`src/rtl/fpu_add_issue.sv`:
```
// ============================================================================
//  Module   : fpu_add_issue (with helper fpu_add_core)
//  Purpose  : Sequenced issue/result stage around a combinational IEEE-754
//             adder. Requests are taken over valid/ready, subtract is folded
//             into B's sign, NaN/Inf/zero operands are screened, and the
//             registered result is held until the consumer takes it.
//  Ports    : clk, rst_n (async, active-low)
//             in_valid/in_ready, in_a, in_b, in_sub      - request side
//             out_valid/out_ready, out_result,
//             out_overflow, out_underflow, out_invalid   - result side
//             busy                                       - FSM not idle
//  Revision : 1.0 - initial release
// ============================================================================
`default_nettype none

// Combinational round-to-nearest-even adder. Subnormal inputs are taken at
// face value; results whose normalised exponent falls below 1 are reported
// as underflow, results that round past the largest exponent as overflow.
module fpu_add_core #(
   parameter int X = 32
) (
   input  logic [X-1:0] a,
   input  logic [X-1:0] b,
   output logic [X-1:0] result,
   output logic         overflow,
   output logic         underflow
);
   localparam int EW   = (X == 64) ? 11 : 8;
   localparam int MW   = (X == 64) ? 52 : 23;
   localparam int GW   = MW + 4;          // hidden + fraction + guard/round/sticky
   localparam int EMAX = (1 << EW) - 1;

   logic          a_big, eff_sub, sign_l, sticky;
   logic [EW-1:0] exp_a, exp_b, exp_l, exp_s, diff;
   logic [MW:0]   sig_a, sig_b, sig_l, sig_s;
   logic [GW-1:0] ext_s, aligned, norm;
   logic [GW:0]   sum;
   logic [MW+1:0] rounded;
   logic [MW-1:0] frac;
   logic          rnd;
   int            lz, exp_n, exp_r;

   always_comb begin
      // Subnormals carry an effective exponent of 1 and no hidden bit.
      exp_a = (a[X-2:MW] == '0) ? EW'(1) : a[X-2:MW];
      exp_b = (b[X-2:MW] == '0) ? EW'(1) : b[X-2:MW];
      sig_a = {|a[X-2:MW], a[MW-1:0]};
      sig_b = {|b[X-2:MW], b[MW-1:0]};
      a_big = (a[X-2:0] >= b[X-2:0]);
      sign_l  = a_big ? a[X-1] : b[X-1];
      exp_l   = a_big ? exp_a : exp_b;
      exp_s   = a_big ? exp_b : exp_a;
      sig_l   = a_big ? sig_a : sig_b;
      sig_s   = a_big ? sig_b : sig_a;
      eff_sub = a[X-1] ^ b[X-1];

      // Align the smaller operand; everything shifted out collapses to sticky.
      diff    = exp_l - exp_s;
      ext_s   = {sig_s, 3'b000};
      sticky  = |(ext_s & ~({GW{1'b1}} << diff));
      aligned = (ext_s >> diff) | {{(GW-1){1'b0}}, sticky};
      sum     = eff_sub ? ({1'b0, sig_l, 3'b000} - {1'b0, aligned})
                        : ({1'b0, sig_l, 3'b000} + {1'b0, aligned});

      lz = 0;
      for (int i = 0; i < GW; i++) begin
         if (sum[i]) lz = GW - 1 - i;
      end

      // Carry out: shift right one, keeping the dropped bit in sticky.
      if (sum[GW]) begin
         norm  = {sum[GW:2], sum[1] | sum[0]};
         exp_n = int'(exp_l) + 1;
      end else begin
         norm  = sum[GW-1:0] << lz;
         exp_n = int'(exp_l) - lz;
      end

      rnd     = norm[2] & (norm[1] | norm[0] | norm[3]);
      rounded = {1'b0, norm[GW-1:3]} + {{(MW+1){1'b0}}, rnd};
      if (rounded[MW+1]) begin
         exp_r = exp_n + 1;
         frac  = rounded[MW:1];
      end else begin
         exp_r = exp_n;
         frac  = rounded[MW-1:0];
      end

      result    = '0;
      overflow  = 1'b0;
      underflow = 1'b0;
      if (sum == '0) begin
         result = '0;                      // exact cancellation gives +0
      end else if (exp_n < 1) begin
         underflow = 1'b1;
         result    = {sign_l, {(X-1){1'b0}}};
      end else if (exp_r >= EMAX) begin
         overflow = 1'b1;
         result   = {sign_l, {EW{1'b1}}, {MW{1'b0}}};
      end else begin
         result = {sign_l, exp_r[EW-1:0], frac};
      end
   end
endmodule

module fpu_add_issue #(
   parameter int X = 32
) (
   input  logic         clk,
   input  logic         rst_n,
   input  logic         in_valid,
   output logic         in_ready,
   input  logic [X-1:0] in_a,
   input  logic [X-1:0] in_b,
   input  logic         in_sub,
   output logic         out_valid,
   input  logic         out_ready,
   output logic [X-1:0] out_result,
   output logic         out_overflow,
   output logic         out_underflow,
   output logic         out_invalid,
   output logic         busy
);
   localparam int EW = (X == 64) ? 11 : 8;
   localparam int MW = (X == 64) ? 52 : 23;
   localparam logic [X-1:0] QNAN = {1'b0, {EW{1'b1}}, 1'b1, {(MW-1){1'b0}}};

   typedef enum logic [1:0] {IDLE = 2'd0, EXEC = 2'd1, HOLD = 2'd2} state_t;

   state_t         state_q, state_d;
   logic [X-1:0]   a_q, a_d, b_q, b_d, result_q, result_d;
   logic           out_valid_q, out_valid_d;
   logic           ovf_q, ovf_d, unf_q, unf_d, inv_q, inv_d;

   logic [X-1:0]   add_result, scr_result;
   logic           add_ovf, add_unf, scr_ovf, scr_unf, scr_inv;
   logic           a_emax, b_emax, a_nan, b_nan, a_inf, b_inf, a_zero, b_zero;

   fpu_add_core #(.X(X)) u_core (
      .a         (a_q),
      .b         (b_q),
      .result    (add_result),
      .overflow  (add_ovf),
      .underflow (add_unf)
   );

   // Special-operand screen; b_q already carries the subtract sign flip.
   always_comb begin
      a_emax = &a_q[X-2:MW];
      b_emax = &b_q[X-2:MW];
      a_nan  = a_emax & (|a_q[MW-1:0]);
      b_nan  = b_emax & (|b_q[MW-1:0]);
      a_inf  = a_emax & ~(|a_q[MW-1:0]);
      b_inf  = b_emax & ~(|b_q[MW-1:0]);
      a_zero = (a_q[X-2:0] == '0);
      b_zero = (b_q[X-2:0] == '0);

      scr_result = add_result;
      scr_ovf    = 1'b0;
      scr_unf    = 1'b0;
      scr_inv    = 1'b0;
      if (a_nan | b_nan) begin
         scr_result = QNAN;
         scr_inv    = 1'b1;
      end else if (a_inf & b_inf & (a_q[X-1] != b_q[X-1])) begin
         scr_result = QNAN;
         scr_inv    = 1'b1;
      end else if (a_inf) begin
         scr_result = a_q;
      end else if (b_inf) begin
         scr_result = b_q;
      end else if (a_zero & b_zero) begin
         scr_result = {a_q[X-1] & b_q[X-1], {(X-1){1'b0}}};
      end else if (add_ovf) begin
         scr_result = {add_result[X-1], {EW{1'b1}}, {MW{1'b0}}};
         scr_ovf    = 1'b1;
      end else if (add_unf) begin
         scr_result = {add_result[X-1], {(X-1){1'b0}}};
         scr_unf    = 1'b1;
      end
   end

   always_comb begin
      state_d     = state_q;
      a_d         = a_q;
      b_d         = b_q;
      result_d    = result_q;
      out_valid_d = out_valid_q;
      ovf_d       = ovf_q;
      unf_d       = unf_q;
      inv_d       = inv_q;
      in_ready    = 1'b0;
      case (state_q)
         IDLE: begin
            in_ready = 1'b1;
            if (in_valid) begin
               a_d     = in_a;
               b_d     = {in_b[X-1] ^ in_sub, in_b[X-2:0]};
               state_d = EXEC;
            end
         end
         EXEC: begin
            // Flags are overwritten, never OR-ed, so nothing carries over.
            result_d    = scr_result;
            ovf_d       = scr_ovf;
            unf_d       = scr_unf;
            inv_d       = scr_inv;
            out_valid_d = 1'b1;
            state_d     = HOLD;
         end
         HOLD: begin
            if (out_ready) begin
               out_valid_d = 1'b0;
               state_d     = IDLE;
            end
         end
         default: state_d = IDLE;
      endcase
   end

   always_ff @(posedge clk or negedge rst_n) begin
      if (!rst_n) begin
         state_q     <= IDLE;
         a_q         <= '0;
         b_q         <= '0;
         result_q    <= '0;
         out_valid_q <= 1'b0;
         ovf_q       <= 1'b0;
         unf_q       <= 1'b0;
         inv_q       <= 1'b0;
      end else begin
         state_q     <= state_d;
         a_q         <= a_d;
         b_q         <= b_d;
         result_q    <= result_d;
         out_valid_q <= out_valid_d;
         ovf_q       <= ovf_d;
         unf_q       <= unf_d;
         inv_q       <= inv_d;
      end
   end

   assign out_valid     = out_valid_q;
   assign out_result    = result_q;
   assign out_overflow  = ovf_q;
   assign out_underflow = unf_q;
   assign out_invalid   = inv_q;
   assign busy          = (state_q != IDLE);
endmodule

`default_nettype wire

```
`config.mk`:
```
export PLATFORM = sky130hd
export DESIGN_NAME = fpu_add_issue
export DESIGN_NICKNAME = d
export VERILOG_FILES = /design/src/rtl/fpu_add_issue.sv
export SDC_FILE = /design/constraint.sdc
export NUM_CORES = 1
export LEC_CHECK = 0
export CAP_MARGIN = 20
export CORE_MARGIN = 1.5
export CORE_UTILIZATION = 45
export DETAILED_ROUTE_END_ITERATION = 7
export SYNTH_ARGS = -nofsm -noshare
export SYNTH_HDL_FRONTEND = slang
export SYNTH_SLANG_ARGS = --single-unit
```
`constraint.sdc`:
```
create_clock -name clk -period 16.1 [get_ports clk]
set_clock_uncertainty 0.15 [all_clocks]
set_input_delay 1.61 -clock clk [delete_from_list [all_inputs] [get_ports clk]]
set_output_delay 1.61 -clock clk [all_outputs]
set_load 0.1 [all_outputs]
```
# After elaboration in Yosys (flattened, before gate mapping)
# Index checks and enable logic that the tools add are counted.
# W data, S select, Z words.
[op_classes] n_addsub=7 mul=0 n_div=0 order_cmp=3 n_eq_ne=5 shifts=3 muxes=75 bitwise_logic=20 n_reduce_logical=18
[op_table] cell="$mux W32" n=8
[op_table] cell="$mux W5" n=27
[op_table] cell="$mux W31" n=4
[op_table] cell="$logic_not A31 Y1" n=2
[op_table] cell="$mux W24" n=2
[op_table] cell="$reduce_or A23 Y1" n=2
[op_table] cell="$add A32 B2 Y32 const B" n=1
[op_table] cell="$ge A32 B9 Y1 const B" n=1
[op_table] cell="$lt A32 B2 Y1 const B" n=1
[op_table] cell="$mux W8" n=4
[op_table] cell="$ge A31 B31 Y1" n=1
[op_table] cell="$add A27 B27 Y28" n=1
[op_table] cell="$logic_not A28 Y1" n=1
[op_table] cell="$mux W28" n=1
[op_table] cell="$sub A27 B27 Y28" n=1
[op_table] cell="$and A27 B27 Y27" n=1
[op_table] cell="$mux W27" n=1
[op_table] cell="$not A27 Y27" n=1
[op_table] cell="$or A27 B1 Y27" n=1
[op_table] cell="$reduce_or A27 Y1" n=1
[op_table] cell="$shl A27 B5 Y27" n=1
[op_table] cell="$shl A27 B8 Y27 const A" n=1
[op_table] cell="$shr A27 B8 Y27" n=1
[op_table] cell="$add A24 B1 Y25" n=1
[op_table] cell="other kinds (22)" n=65
[totals] register_bits=102 latch_bits=0 mem_bits_rw=0 mem_bits_ro=0 input_bits=69 out_inout_bits=38 word_cells=139 n_memories=0

# Logic depth before layout (Yosys ltp)
[logic_depth] word_depth=56 depth_mapped=77 ltp_nobuf=68

# By module
# A second synthesis with hierarchy kept.
[unflattened] cells_unflattened=2059 hier_area_um2=15661.3
[by_module_without_submodules] module="fpu_add_core" n_inst=1 cells_each=1759 area_each_um2=11471.0 seq_area_each_um2=0.0
[by_module_without_submodules] module="fpu_add_issue" n_inst=1 cells_each=300 area_each_um2=4190.3 seq_area_each_um2=2552.4

# Worst setup path before layout
# OpenSTA, ideal clock, no wires.
[synth_timing] path_kind="flip-flop to flip-flop" start="register b_q[27]" end="register result_q[22], in the netlist out_result[22]" setup_ps=78 arrival_time_ps=14172 slack_ps=1701 stages_incl_launch_ff=66 path_buffers=15 path_cell_list="dfrtp_1 -> buf_2 -> clkinv_1 -> ha_1 -> nand4_2 -> nor3_1 -> a22oi_1 -> nand3_2 -> nor2_4 -> buf_6 -> buf_4 -> buf_2 -> buf_1 -> buf_1 -> buf_1 -> clkbuf_1 -> a21oi_1 -> ha_1 -> [30 not listed] -> a21o_1 -> a21oi_1 -> o21bai_1 -> a21o_1 -> nor3_1 -> a41oi_1 -> xor2_1 -> nand2_1 -> nor2_1 -> nand2_1 -> ha_1 -> nor4b_1 -> nand2_1 -> nor3_1 -> a31oi_1 -> or4b_1 -> a211o_1 -> a21oi_1"
[synth_via] elab_chain_cells=56 elab_cells_between_ends=84 classes_between="add/sub (7); order compare (3); shift (3); mux (52); bitwise (13); reduce/logical (6)"
[synth_rtl] element="start: declaration" line_no="131" rtl="logic [X-1:0] a_q, a_d, b_q, b_d, result_q, result_d;"
[synth_rtl] element="start signal: assignment" line_no="225" rtl="b_q <= '0;"
[synth_rtl] element="start signal: assignment" line_no="234" rtl="b_q <= b_d;"
[synth_rtl] element="branches (longest 55 deep; another with $ge A31 B31 Y1)"
[synth_rtl] element="$mux W32 *" line_no="162" rtl="if (a_nan | b_nan) begin"
[synth_rtl] element="end signal: assignment" line_no="235" rtl="result_q <= result_d;"
[synth_rtl] element="end: declaration" line_no="131"
# Mark *: on every way between the ends.
# A chain may end at the register's enable or synchronous reset.

# Worst setup path after layout
# Same ends and word-level chain as after synthesis.

==> flow_summary.toml <==
[hold_path]
hold_depth = 2
hold_path_class = "flip-flop to flip-flop"

[detailed_routing]
routed_via_density = 6.55
wl_per_cell_microns = 23.0
vias = 18023
dr.first_iter.drc_count = 2101
ant_nets = 0
drt_wl_total_mm = 63.2
drt-pass1-iter-count = 6
drc = 0

[sta]
slew_headroom = 0.228
setup_tns_ps = 0
max_freq_mhz = 67.0
finalCritPeriodShare = 0.927
setup_viol = 0
grt_setup_unrepaired = "false"
hold_viol = 0
fin_crit_ps = 14920
slew_violations = 0
tightest_slew_ps = 1150

[floorplan]
die_area_sq_um = 37300
fp.dieW_microns = 193
rows = 69
start_util = 0.457
core_area_sq_um = 35600
num_io_pins = 107
die_height_microns = 193

[clock_network]
clockBufferDepth = 2
clock_latency_ps = 380
ctsHoldBuffers = 0
cts_made_buffers = 9
cts_htree_levels = 3
cts.reportedPaths.clkPinSlew_ps = 70
cts_root_buffer = "clkbuf_16"
cts_tree = "yes"
clkSinkCount = 102

[yosys]
netlist_area_sq_um = 16300
synth_area_leaders = "dfrtp_1 16%, ha_1 8.0%, nand2_1 7.2%, o21ai_0 5.4%, a21oi_1 4.9%"
synth_cell_types = 116
ys_seq_area_frac = 0.157
yosysMostFrequentCell = "nand2_1"
synth_commonest_cells = "313 x nand2_1, 186 x nor2_1, 175 x o21ai_0"
synth_edf_count = 0
synth_nets = 2439
synthFlopType = "dfrtp_1"
ys_ff_latch = 102
netlist.area_leader.share = 0.157
yosys_warnings = 0
syn_inst = 2263
synth.avg_cell_area_sq_um = 7.19
yosys.area.top_type = "dfrtp_1"
async_reset_ff_frac = 1.00

[setup_path]
cp-startpoint = "b_q[27]$_DFFE_PN0P_"
startpoint_type = "flip-flop"
ff2ff_path_depth = 64
slowest_stage = "or4b_1"
cp_num_cells = 64
timing.rr.start = "b_q[27]$_DFFE_PN0P_"
timing.rr.end = "out_result[22]$_DFFE_PN0P_"
path_class = "flip-flop to flip-flop"
critPathCapture = "out_result[22]$_DFFE_PN0P_"
path_delay_family = "compound AO/OA/AOI/OAI gates"
r2r_slack_ps = 1180
cp-end-kind = "flip-flop"
arrival_ps = 15070
crit_buf_inv = 4
worstPathMaxFanout = 15
cp_data_required_time_ps = 16250
max_stage_delay_ps = 590

[finish]
num_antenna_cells = 0
n_fill_cell = 3637
drive_gt1_frac = 0.0983
syn_to_final_growth_pct = 10.7
fin_nets = 2462

[global_routing]
antenna_found_initial = 1
grt_overflow = 0
grt_pass1_wl_mm = 97.7
grt_max_degree = 99
grt_pass1_vias = 16803
grt_usage = 0.339

[outcome]
status = "finished, final reports clean"

[flow_run]
drv_cap = 0

[placement]
gp_congestion = 1.01
portBuffers = 106
post-dp-hpwl_mm = 50.3
-- logic make-up (layout without fill, tap and decap cells) --
group | Yosys count | after routing | share of synthesized area
compound gates | 743 | 743 | 0.306
simple gates | 862 | 862 | 0.256
xor+xnor | 66 | 66 | 0.0360
buf+inv | 253 | 279 | 0.0672
mux | 130 | 130 | 0.0945
flops | 102 | 102 | 0.157
fa+ha+maj | 107 | 107 | 0.0837
-- layer usage --
layer / part of all wire / vias to the layer above / global-route usage
li1: - / 8390 / -
met1: 0.44 / 8575 / 0.468
met2: 0.44 / 891 / 0.523
met3: 0.084 / 167 / 0.0588
met4: 0.041 / 0 / 0.135
met5: 0 / - / 0
-- metrics by stage --
step / cells / instance area [sq um] / utilization / setup WS (ps) / hold WS (ps)
2_1_floorplan: 2263 / 16300 / - / 1700 / 316
3_3_place_gp: 2735 / 17600 / 0.495 / 693 / 319
3_5_place_dp: 2735 / 17600 / 0.495 / 460 / 327
4_1_cts: 2749 / 17900 / 0.505 / 414 / 343
5_1_grt: 2750 / 18000 / 0.506 / 69.8 / 346
6_report: 2750 / 18000 / 0.506 / 1180 / 340
-- sequential cells by signal, summed over array words and instances (netlist names) --
| signal | flops |
|---|---|
| out_result | 32 |
| out_overflow | 1 |
| out_underflow | 1 |
| a_q | 32 |
| out_invalid | 1 |
| b_q | 32 |
| state_q | 2 |
| out_valid | 1 |
-- cell type report --
cell class | instances | area [sq um] | area share
clock buffers | 10 | 239 | 0.0133
clock inverters | 4 | 120 | 0.00667
inverters | 116 | 442 | 0.0245
multi-input cells | 1908 | 12700 | 0.705
flip-flops and latches | 102 | 2550 | 0.142
well taps | 461 | 577 | 0.0320
repair buffers | 149 | 1390 | 0.0771
-- worst min-delay path by stage --
stage | start | to | slack, ps
2_1_floorplan | state_q[1]$_DFFE_PN0P_ | out_valid$_DFFE_PN0P_ | 320
4_1_cts | out_overflow$_DFFE_PN0P_ | out_overflow$_DFFE_PN0P_ | 340
3_3_place_gp | out_result[0]$_DFFE_PN0P_ | out_result[0]$_DFFE_PN0P_ | 320
3_5_place_dp | out_result[31]$_DFFE_PN0P_ | out_result[31]$_DFFE_PN0P_ | 330
5_1_grt | out_result[6]$_DFFE_PN0P_ | out_result[6]$_DFFE_PN0P_ | 350
6_report | out_result[14]$_DFFE_PN0P_ | out_result[14]$_DFFE_PN0P_ | 340
-- tightest hold or removal path, cell delays in order, from the launching register on --
cell and delay, ps:
dfrtp_1 340, nand2_1 50, o21ai_1 60
-- repair_timing --
item	CTS	global route
setup buffers	0	0
gates resized for setup	0	14
setup endpoints to repair	0	21
-- placed cells by master, fill, tap and decap left out, types with 17 or more instances in the layout --
| cell type | Yosys | final |
|---|---|---|
| nand2_1 | 313 | 310 |
| nor2_1 | 186 | 185 |
| o21ai_0 | 175 | 175 |
| a21oi_1 | 160 | 158 |
| inv_1 | 112 | 112 |
| clkdlybuf4s50_1 | 0 | 105 |
| ha_1 | 104 | 102 |
| dfrtp_1 | 102 | 101 |
| nand3_1 | 87 | 87 |
| mux2i_1 | 62 | 62 |
| nor3_1 | 57 | 57 |
| mux2_2 | 50 | 50 |
| buf_4 | 11 | 41 |
| xnor2_1 | 41 | 40 |
| o211ai_1 | 39 | 39 |
| a21o_1 | 35 | 35 |
| nand4_1 | 34 | 34 |
| a211oi_1 | 34 | 34 |
| o22ai_1 | 32 | 32 |
| o21ai_1 | 28 | 27 |
| a31oi_1 | 26 | 26 |
| o21a_1 | 23 | 23 |
| xor2_1 | 24 | 23 |
| nand2b_1 | 22 | 22 |
| nor4_1 | 21 | 21 |
| and3_1 | 21 | 20 |
| or2_2 | 17 | 17 |
Power is not shown: default switching activity piles up to over one toggle a cycle in this logic, so the estimate is an artifact.
